### src/rtl/gf_koa_pkg.sv
// Shared definitions for the GF(2^N) Karatsuba splitter/merger pair:
// term tags and splitter FSM state encodings.
package gf_koa_pkg;

    localparam int unsigned NB_TERM = 2;

    typedef enum logic [NB_TERM-1:0] {
        TERM_LL = 2'd0,
        TERM_HH = 2'd1,
        TERM_MM = 2'd2
    } term_e;

    typedef enum logic [1:0] {
        ST_IDLE    = 2'd0,
        ST_EMIT_LL = 2'd1,
        ST_EMIT_HH = 2'd2,
        ST_EMIT_MM = 2'd3
    } state_e;

endpackage

### src/rtl/gf_2ton_koa_term_sel.sv
// Combinational selection of the half-width operand pair for one Karatsuba term.
// The middle term uses the GF(2) sum (XOR) of the operand halves.
module gf_2toN_koa_term_sel
    import gf_koa_pkg::*;
#(
    parameter int unsigned NB_DATA = 128
) (
    input  logic [NB_DATA-1:0]   i_data_a,
    input  logic [NB_DATA-1:0]   i_data_b,
    input  term_e                i_term,
    output logic [NB_DATA/2-1:0] o_sub_a,
    output logic [NB_DATA/2-1:0] o_sub_b
);

    localparam int unsigned H = NB_DATA / 2;

    always_comb begin
        o_sub_a = '0;
        o_sub_b = '0;
        case (i_term)
            TERM_LL: begin
                o_sub_a = i_data_a[H-1:0];
                o_sub_b = i_data_b[H-1:0];
            end
            TERM_HH: begin
                o_sub_a = i_data_a[NB_DATA-1:H];
                o_sub_b = i_data_b[NB_DATA-1:H];
            end
            TERM_MM: begin
                o_sub_a = i_data_a[H-1:0] ^ i_data_a[NB_DATA-1:H];
                o_sub_b = i_data_b[H-1:0] ^ i_data_b[NB_DATA-1:H];
            end
            default: ;
        endcase
    end

endmodule

### src/rtl/gf_2ton_koa_splitter_seq.sv
// Karatsuba operand splitter: serialises LL, HH, MM half-width operand pairs.
// Optional macro GF_KOA_SPLITTER_OPCOUNT_EN adds a saturating o_op_count port.
module gf_2ton_koa_splitter_seq #(
    parameter int unsigned NB_DATA = 128,
    parameter int unsigned NB_TERM = 2
) (
    input  logic                 i_clock,
    input  logic                 i_reset,
    input  logic [NB_DATA-1:0]   i_data_a,
    input  logic [NB_DATA-1:0]   i_data_b,
    input  logic                 i_valid,
    output logic                 o_ready,
    output logic [NB_DATA/2-1:0] o_sub_a,
    output logic [NB_DATA/2-1:0] o_sub_b,
    output logic [NB_TERM-1:0]   o_term,
    output logic                 o_last,
    output logic                 o_valid,
    input  logic                 i_ready
`ifdef GF_KOA_SPLITTER_OPCOUNT_EN
    ,
    output logic [31:0]          o_op_count
`endif
);

    import gf_koa_pkg::*;

    localparam int unsigned H = NB_DATA / 2;

    state_e             state_q, state_d;
    logic [NB_DATA-1:0] hold_a_q, hold_a_d;
    logic [NB_DATA-1:0] hold_b_q, hold_b_d;
    logic               valid_q, valid_d;
    logic               last_q, last_d;
    term_e              term_q, term_d;
    logic [H-1:0]       sub_a_q, sub_a_d, sel_a;
    logic [H-1:0]       sub_b_q, sub_b_d, sel_b;
    logic               in_fire, out_fire;

    assign o_ready  = !i_reset && ((state_q == ST_IDLE) ||
                                   ((state_q == ST_EMIT_MM) && i_ready));
    assign in_fire  = i_valid && o_ready;
    assign out_fire = valid_q && i_ready;

    always_comb begin
        state_d  = state_q;
        hold_a_d = hold_a_q;
        hold_b_d = hold_b_q;
        if (in_fire) begin
            hold_a_d = i_data_a;
            hold_b_d = i_data_b;
        end
        case (state_q)
            ST_IDLE:    if (in_fire)  state_d = ST_EMIT_LL;
            ST_EMIT_LL: if (out_fire) state_d = ST_EMIT_HH;
            ST_EMIT_HH: if (out_fire) state_d = ST_EMIT_MM;
            ST_EMIT_MM: if (out_fire) state_d = in_fire ? ST_EMIT_LL : ST_IDLE;
            default:                  state_d = ST_IDLE;
        endcase

        // Output registers load from next-state values so the LL term is visible one cycle after in_fire.
        valid_d = 1'b1;
        last_d  = 1'b0;
        term_d  = TERM_LL;
        case (state_d)
            ST_IDLE:    valid_d = 1'b0;
            ST_EMIT_LL: term_d  = TERM_LL;
            ST_EMIT_HH: term_d  = TERM_HH;
            ST_EMIT_MM: begin
                term_d = TERM_MM;
                last_d = 1'b1;
            end
            default:    valid_d = 1'b0;
        endcase
        sub_a_d = valid_d ? sel_a : '0;
        sub_b_d = valid_d ? sel_b : '0;
    end

    gf_2toN_koa_term_sel #(
        .NB_DATA(NB_DATA)
    ) u_term_sel (
        .i_data_a(hold_a_d),
        .i_data_b(hold_b_d),
        .i_term  (term_d),
        .o_sub_a (sel_a),
        .o_sub_b (sel_b)
    );

    always_ff @(posedge i_clock) begin
        if (i_reset) begin
            state_q  <= ST_IDLE;
            hold_a_q <= '0;
            hold_b_q <= '0;
            valid_q  <= 1'b0;
            last_q   <= 1'b0;
            term_q   <= TERM_LL;
            sub_a_q  <= '0;
            sub_b_q  <= '0;
        end else begin
            state_q  <= state_d;
            hold_a_q <= hold_a_d;
            hold_b_q <= hold_b_d;
            valid_q  <= valid_d;
            last_q   <= last_d;
            term_q   <= term_d;
            sub_a_q  <= sub_a_d;
            sub_b_q  <= sub_b_d;
        end
    end

    assign o_valid = valid_q;
    assign o_last  = last_q;
    assign o_term  = NB_TERM'(term_q);
    assign o_sub_a = sub_a_q;
    assign o_sub_b = sub_b_q;

`ifdef GF_KOA_SPLITTER_OPCOUNT_EN
    logic [31:0] op_count_q;

    always_ff @(posedge i_clock) begin
        if (i_reset) begin
            op_count_q <= '0;
        end else if (out_fire && (state_q == ST_EMIT_MM) && (op_count_q != '1)) begin
            op_count_q <= op_count_q + 32'd1;
        end
    end

    assign o_op_count = op_count_q;
`endif

endmodule

### config.mk
export PLATFORM = sky130hd
export DESIGN_NAME = gf_2ton_koa_splitter_seq
export DESIGN_NICKNAME = d
export VERILOG_FILES = /design/src/rtl/gf_koa_pkg.sv /design/src/rtl/gf_2ton_koa_term_sel.sv /design/src/rtl/gf_2ton_koa_splitter_seq.sv
export SDC_FILE = /design/constraint.sdc
export NUM_CORES = 1
export LEC_CHECK = 0
export ABC_AREA = 1
export CORE_ASPECT_RATIO = 1.1
export CORE_UTILIZATION = 45
export CTS_BUF_LIST = sky130_fd_sc_hd__clkbuf_4 sky130_fd_sc_hd__clkbuf_8 sky130_fd_sc_hd__clkbuf_16
export CTS_CLUSTER_DIAMETER = 50
export CTS_CLUSTER_SIZE = 25
export DETAILED_ROUTE_END_ITERATION = 12
export PLACE_DENSITY = 0.78
export SETUP_SLACK_MARGIN = 0.15
export SYNTH_ARGS = -nofsm -noshare
export SYNTH_HDL_FRONTEND = slang
export SYNTH_SLANG_ARGS = --single-unit
export TNS_END_PERCENT = 10
### constraint.sdc
create_clock -name i_clock -period 1.9 [get_ports i_clock]
set_clock_uncertainty 0.1 [all_clocks]
set_input_delay 0.38 -clock i_clock [delete_from_list [all_inputs] [get_ports i_clock]]
set_output_delay 0.38 -clock i_clock [all_outputs]
set_load 0.01 [all_outputs]
Word-level counts from Yosys, hierarchy flattened:

Cells that the tools add are included.

* equality and inequality tests: 7
* multiplexer cells: 13
* bitwise gates (word level): 2
* reduce and logical (&&, ||, !) cells: 10

Operator list (number)
* one-hot mux 64 bit (3 select lines): 2
* two-way mux 128 bit: 2
* XOR 64 bit: 2
* == test 2 bit (second input constant): 5
* two-way mux 2 bit: 4
* one-hot mux 2 bit (4 select lines): 1
* zero test 2 bit: 3
* == test 2 x 1 -> 1 bit (second input constant): 2
* logical AND 1 bit: 4
* one-hot mux 2 bit (2 select lines): 1
* two-way mux 1 bit: 3
* OR reduction 2 bit: 1
* zero test 1 bit: 1
* logical OR 1 bit: 1

* register bits after elaboration: 390
* input port bits: 260
* output and inout bits: 133
* logic and storage cells: 40

Logic depth before layout (Yosys ltp):

Gate-level depths: netlist (run 1).

* depth after elaboration: 12
* mapped depth: 13
* depth with buffers taken out: 11

Hierarchy:

From an unflattened synthesis (run 1), not the netlist that was laid out.

* cells, all modules: 3266
* area, all modules: 19501.2 µm²

Modules (own cells, without submodules)
* gf_2ton_koa_splitter_seq: instances 1, cells each 2056, area an instance 14522.7 µm², seq. area each 7787.5 µm²
* gf_2toN_koa_term_sel: instances 1, cells each 1210, area an instance 4978.5 µm², seq. area each 0.0 µm²

Worst setup path before layout (run 1):

OpenSTA, ideal clock, no wires.

* path type: reg2reg
* start point: reg state_q[1]
* end point: reg sub_a_q[18], in the netlist o_sub_a[18]
* library setup time: 0.115 ns
* arrival: 1.544 ns
* data required time: 1.685 ns
* path slack: 0.141 ns
* stages on the path, launching flop included: 14
* path buffers: 2
* period minus slack after synthesis: 1.759 ns
* cell sequence: dfxtp_1 -> inv_2 -> nand2_1 -> nand2_2 -> nand3_2 -> nand2_1 -> nand2_2 -> nand2_1 -> nand2_1 -> nand2_2 -> inv_2 -> buf_6 -> buf_6 -> a21oi_2

* longest elaborated chain between the ends: 12
* elaborated cells on any way between the ends: 25
* classes of those cells: eq/ne (7); mux (9); bitwise (1); reduce/logical (8)

RTL lines
* from (decl): line gf_2ton_koa_splitter_seq.sv:29 `state_e state_q, state_d;`
* from (signal assigned): line gf_2ton_koa_splitter_seq.sv:99 `state_q <= state_d;`
* == test 2 bit: line gf_2ton_koa_splitter_seq.sv:40, gf_2ton_koa_splitter_seq.sv:52
* logical AND 1 bit: line gf_2ton_koa_splitter_seq.sv:40 `((state_q == ST_EMIT_MM) && i_ready));`
* logical OR 1 bit: line gf_2ton_koa_splitter_seq.sv:39 `assign o_ready = !i_reset && ((state_q == ST_IDLE) ||`
* logical AND 1 bit: line gf_2ton_koa_splitter_seq.sv:39
* logical AND 1 bit: line gf_2ton_koa_splitter_seq.sv:41 `assign in_fire = i_valid && o_ready;`
* two-way mux 1 bit: line gf_2ton_koa_splitter_seq.sv:56 `ST_EMIT_MM: if (out_fire) state_d = in_fire ? ST_EMIT_LL : ST_IDLE;`
* two-way mux 2 bit: line gf_2ton_koa_splitter_seq.sv:56
* one-hot mux 2 bit (4 select lines): line gf_2ton_koa_splitter_seq.sv:52 `case (state_q)`
* == test 2 bit: line gf_2ton_koa_splitter_seq.sv:64 `case (state_d)`
* one-hot mux 2 bit (2 select lines): line gf_2ton_koa_splitter_seq.sv:64
* == test 2 bit, or another cell as far along: line gf_2ton_koa_term_sel.sv:20 `case (i_term)`
* one-hot mux 64 bit (3 select lines): line gf_2ton_koa_term_sel.sv:20
* to (signal assigned): line gf_2ton_koa_splitter_seq.sv:105 `sub_a_q <= sub_a_d;`
* to (decl): line gf_2ton_koa_splitter_seq.sv:35 `logic [H-1:0] sub_a_q, sub_a_d, sel_a;`

Parallel ways exist; a longest one is shown, timed or not.
A chain may end at the register's enable or synchronous reset.

Worst setup path after layout (run 1):

* start point: reg state_q[0]
* end point: out o_ready

* longest elaborated chain between the ends: 4
* elaborated cells on any way between the ends: 5
* classes of those cells: eq/ne (1); reduce/logical (4)

RTL lines
* == test 2 bit: line gf_2ton_koa_splitter_seq.sv:40
* logical AND 1 bit: line gf_2ton_koa_splitter_seq.sv:40
* logical OR 1 bit *: line gf_2ton_koa_splitter_seq.sv:39
* logical AND 1 bit *: line gf_2ton_koa_splitter_seq.sv:39
* to (decl): line gf_2ton_koa_splitter_seq.sv:12 `output logic o_ready,`

Every way passes the cells marked *; elsewhere a longest branch is shown, timed or not.

==> qor.csv, run 1 <==
metric,value,unit
status,"finished, violations left",
failing checks,setup timing,
Tmin final,2140,ps
CP arrival,1660,ps
Place WS,-624,ps
Die Y,211,um
dpl hpwl,36000,um
grt met3 use,0.0523,
CTS Root Cell,clkbuf_16,
Slew HR,0.576,
Syn Inst Count,2717,
top_reg_cell synth,dfxtp_1,
critical path's slowest cell,dfxtp_2,
row cnt,76,
die area,0.0405,mm^2
remaining antenna violation count after routing,0,
CP Cell Sequence,"inv_2, nand2_2, buf_6, a21oi_4, buf_12, buf_12, buf_6",
initial antenna violation count,4,
area share of the largest cell type after synthesis,0.436,
"FFs w/ async S/R, synth",0,
cell taking the most area after synthesis,dfxtp_1,
Routed Wire Length,58000,um
vias in the first global route,17500,
Total GRT Usage,0.259,
grt peak-use layer,met2,
worst path bufs/invs,5,
Synth Cell Area,0.0179,mm^2
synthesized flop and latch total,389,
first-pass GRT wire length,83700,um
critical setup path kind,register to primary output,
RSZ-0062 raised after global routing,yes,
I/O Pins,393,
setup_tns,-13220,ps
# nets final,3450,
Tcrit/Tclk final,1.12,
Buffers on Ports,392,
CTS tree,built,
"Clk Latency, worst-skew pair",570,ps
final hold vios,0,
cell with the most instances after synthesis,nand2_1,
Yosys Warn Count,0,
final slew viol count,0,
maxcap violations,0,
Critical Path Start Type,register,
CORE AREA,0.0392,mm^2
Slew @ Worst Pin,636,ps
DRT Pass-1 Iters,9,
delay of the slowest critical-path stage,340,ps
CP max FO,3,
Peak supply drop,0.871,mV
H-tree Lvls,2,
DR iter-0 viols,1187,
Global Route met2 Usage,0.455,
setup ws final,-235,ps
Fmax,0.468,GHz
Max Root-Sink Buffers,3,
WL/cell,15.5,um
required time of the worst setup path,1420,ps
utilization after layout,0.666,
CTS sink cnt,389,
RePlAce Congestion,0.862,
setup violators final,157,
# DRC,0,
syn nets,2977,
share of cells above drive strength 1,0.148,
DR vias,18400,
"top cells by area, synth","dfxtp_1 (44%), nand2_1 (13%), inv_1 (13%)",
"Reg clk slew, reported paths",70,ps
endpoint class of the critical path,primary output,
final non-filler cell total,3730,
largest net degree at the start of global routing,116,
cts bufs inserted,38,
Worst Hold Slack,302,ps
Post-synth EDFFs,0,
DR vias/cell,4.94,
placed cell count,3617,
die width,192,um
Area Overhead vs Synth,46.0,%
register area share after synthesis,0.436,
Cell variety after synth,22,
Avg Inst Size Synth,6.58,um^2
most frequent cells after synthesis,"nand2_1 (623), inv_1 (610), dfxtp_1 (389), nand3_1 (321), nor2_1 (318)",
Hold Crit Class,input pin to register,
CP top delay family,buffers and inverters,
reported leakage power,13.2,nW
grt total ovfl,0,
met1 GRT Util,0.298,
Initial Utilization,0.456,
pwr dens,903,mW/mm^2
kinds of logic after synthesis:
logic type             Yosys count  share of synthesized area
AND/OR/NAND/NOR               1294                      0.300
AO/OA/AOI/OAI                  264                     0.0946
flip-flops                     389                      0.436
buffers and inverters          770                      0.170
worst paths after layout:
path / startpoint / to / slack [ps] / cells after the start
worst max-delay path: state_q[0]$_SDFF_PP0_ / o_ready / -240 / 7
worst min-delay path: i_valid / o_last$_SDFF_PP0_ / 300 / 6
worst max register to register: state_q[0]$_SDFF_PP0_ / o_sub_a[14]$_SDFF_PP0_ / -220 / 13
worst min register to register: hold_a_q[93]$_SDFF_PP0_ / hold_a_q[93]$_SDFF_PP0_ / 430 / 4
cells in the final DEF (no fill, tap or decap), types with 4 or more instances in the layout:
cell type / netlist / layout
nor2_2: 0 / 6
inv_1: 610 / 609
o21ai_1: 10 / 8
a21oi_1: 105 / 72
nand3_2: 1 / 96
clkinvlp_4: 0 / 4
nand2_1: 623 / 602
clkdlybuf4s50_1: 0 / 257
buf_12: 0 / 35
clkinv_4: 0 / 4
o211ai_1: 4 / 4
a21oi_2: 21 / 53
inv_6: 0 / 7
buf_4: 5 / 115
dfxtp_1: 389 / 386
nor2_1: 318 / 312
clkbuf_16: 0 / 53
o21ai_2: 1 / 7
buf_6: 3 / 23
o21a_1: 110 / 108
inv_8: 0 / 8
diode_2: 0 / 4
buf_8: 0 / 4
buf_16: 0 / 7
o21ai_0: 13 / 4
nand2_2: 3 / 22
nand4_1: 27 / 27
nand3_1: 321 / 224
dlygate4sd2_1: 0 / 130
o21ai_4: 0 / 5
report_power, final:
group | total (mW) | internal [mW] | switching [mW]
Clock | 7.83 | 4.06 | 3.77
Sequential | 9.08 | 8.87 | 0.210
Combinational | 6.64 | 2.98 | 3.67
state kept, by name, indices dropped and copies added (netlist names):
register	cells
hold_a_q	128
hold_b_q	128
o_sub_a	64
o_sub_b	64
state_q	2
o_last	1
o_term	1
o_valid	1
per-stage QoR:
stage	total power, mW	area, um^2
5_1_grt	24.6	26100
3_3_place_gp	14.9	23300
2_1_floorplan	12.5	17900
3_5_place_dp	15.1	23300
6_report	23.5	26100
4_1_cts	22.8	24800
routing by layer:
layer  vias up  routed length [um]
met2       743               28400
met5         -                   0
met3       150                4630
li1       9103                   -
met1      8431               22700
met4         0                2270
worst register-to-register path: cells and delay by family, from the launching register on:
kind | cells | cell delay (ps)
AO/OA/AOI/OAI | 2 | 350
buffers and inverters | 7 | 880
flip-flops | 1 | 340
AND/OR/NAND/NOR | 4 | 390
area by class of cell:
type                       instances  area, um^2
timing repair buffer             588        6190
tap                              507         634
multi-input combinational       1558        7840
sequential                       389        7790
clock buffer                      42        1000
fill                            3129       13100
clock inverter                    27         279
inverter                         615        2320
antenna                            4        10.0
timing repair:
action	4_1_cts	5_1_grt
hold buffers	0	0
resized for setup	184	184
cloned	3	20
buffers inserted	4	13
setup endpoints to repair	365	296
pin swaps	13	64
No activity file was read; power rests on OpenSTA's default activity.
==> inputs of run 2 (changes only) <==
--- a/config.mk
+++ b/config.mk
@@ -7,12 +7,11 @@
 export LEC_CHECK = 0
 export ABC_AREA = 1
 export CORE_ASPECT_RATIO = 1.1
-export CORE_UTILIZATION = 45
+export CORE_UTILIZATION = 46
 export CTS_BUF_LIST = sky130_fd_sc_hd__clkbuf_4 sky130_fd_sc_hd__clkbuf_8 sky130_fd_sc_hd__clkbuf_16
-export CTS_CLUSTER_DIAMETER = 50
 export CTS_CLUSTER_SIZE = 25
 export DETAILED_ROUTE_END_ITERATION = 12
-export PLACE_DENSITY = 0.78
+export PLACE_DENSITY = 0.8
 export SETUP_SLACK_MARGIN = 0.15
 export SYNTH_ARGS = -nofsm -noshare
 export SYNTH_HDL_FRONTEND = slang
==> qor.csv, run 2 (synthesis gave the netlist of run 1 again) <==
metric,value,unit
CP Cell Sequence,"inv_4, nand2_4, nand2_4, nand3_4, buf_12, buf_12, buf_12, buf_16, nand2_2, o21a_1, nand2_1, nand2_1, a21oi_2",
endpoint class of the critical path,register,
worst path bufs/invs,5,
Final Cell Area,0.0283,mm^2
vias in the first global route,19100,
failing checks,setup timing,
Peak supply drop,0.876,mV
RSZ-0062 raised after global routing,yes,
first-pass GRT wire length,97600,um
CP arrival,2340,ps
Routed Wire Length,68300,um
Tcrit/Tclk final,1.05,
Buffers on Ports,392,
required time of the worst setup path,2230,ps
Worst Hold Slack,271,ps
"most used cell, CP",buf_12,
setup violators final,33,
dpl hpwl,35800,um
"Reg clk slew, reported paths",70,ps
Die Y,209,um
CTS tree,built,
status,"finished, violations left",
# DRC,0,
DR vias/cell,5.27,
WL/cell,18.1,um
Reg power frac,0.350,
CTS Root Cell,clkbuf_16,
Net Switching,7.98,mW
largest net degree at the start of global routing,90,
maxcap violations,0,
Tmin final,2000,ps
CTS sink cnt,389,
die width,190,um
"commonest non-fill, non-tap cell in the layout",inv_1,
RePlAce Congestion,0.871,
row cnt,75,
H-tree Lvls,2,
CORE AREA,0.0382,mm^2
biggest regs,"hold_a_q (128), hold_b_q (128)",
critical path's slowest cell,dfxtp_4,
pwr dens,919,mW/mm^2
critical setup path kind,register to register,
Design Power,26.0,mW
CP max FO,7,
setup ws final,-104,ps
die area,0.0396,mm^2
Slew HR,0.285,
Switching Fraction,0.307,
DRT Pass-1 Iters,6,
"Clk Latency, worst-skew pair",550,ps
fill count,2473,
Fmax,0.499,GHz
Slew @ Worst Pin,1070,ps
clock power share,0.341,
Hold Crit Class,input pin to register,
"commonest cells after routing, fill and taps aside","inv_1 (586), nand2_1 (504), dfxtp_1 (386)",
initial antenna violation count,4,
setup_tns,-1110,ps
Area after DPL,0.0232,mm^2
I/O Pins,393,
delay of the slowest critical-path stage,370,ps
internal power of the cells,18.0,mW
share of cells above drive strength 1,0.210,
final slew viol count,0,
# nets final,3490,
Max Root-Sink Buffers,3,
Area Overhead vs Synth,58.4,%
Critical Path Start Type,register,
grt total ovfl,0,
DR vias,19800,
cts bufs inserted,42,
remaining antenna violation count after routing,0,
final hold vios,0,
Total GRT Usage,0.309,
Combinational Power Share,0.308,
reported leakage power,14.1,nW
CP top delay family,buffers and inverters,
Initial Utilization,0.468,
DR iter-0 viols,1530,
[run 2: cell count changes in the layout (fill, tap and decap cells not counted), sizes merged, moves of 5 or more]
cell,delta
dlygate4sd2,-6
clkbuf,+25
inv,-15
dlymetal6s2s,+9
buf,+34
clkinv,-5
[run 2: stage by stage]
stage               utilization  setup WS (ps)  std cells
floorplan                     -            175       2717
global placement          0.607           -539       3586
detailed placement        0.607           -632       3586
CTS                       0.703          -91.4       3736
global route              0.741           -153       3764
finish                    0.741           -104       3766
[run 2: worst paths after layout]
kind                            from                       to  slack [ps]  depth (start not counted)
max            state_q[1]$_SDFF_PP0_   o_sub_b[24]$_SDFF_PP0_        -100                         13
min                          i_reset  hold_b_q[13]$_SDFF_PP0_         270                          3
max reg2reg    state_q[1]$_SDFF_PP0_   o_sub_b[24]$_SDFF_PP0_        -100                         13
min reg2reg  hold_a_q[80]$_SDFF_PP0_  hold_a_q[80]$_SDFF_PP0_         430                          4
[run 2: tightest hold or removal path, cell delays in order]
cell      delay, ps
clkbuf_8        120
buf_4           250
nor2_1          130
[run 2: layer usage]
metal  up-vias  GRT usage  share of wire
met3       303     0.0648          0.098
met1      9190      0.351           0.36
met2      1164      0.536           0.48
li1       9182          -              -
met5         -          0              0
met4         0      0.173          0.060
[run 2: power groups by stage]
stage	Sequential, mW	Combinational (mW)	Clock (mW)
floorplan	9.34	3.16	0
detailed placement	9.27	5.77	0
global placement	9.25	5.58	0
finish	9.11	8.03	8.88
CTS	9.09	7.01	8.91
global route	9.16	8.54	9.28
[run 2: area by class of cell]
cell class                 instances  area [um^2]  area share
antenna                            5         12.5    0.000442
clock buffer                      67         1370      0.0483
clock inverter                     8          143     0.00504
inverter                         615         2320      0.0821
multi-input combinational       1558         8560       0.302
sequential                       389         7800       0.275
tap                              500          626      0.0221
timing repair buffer             624         7480       0.264
[run 2: repair_timing]
action / 4_1_cts / 5_1_grt
setup buffers: 38 / 9
gates cloned: 37 / 16
pin swaps: 166 / 140
setup endpoints to repair: 379 / 331
hold buffers: 0 / 0
resized for setup: 386 / 265
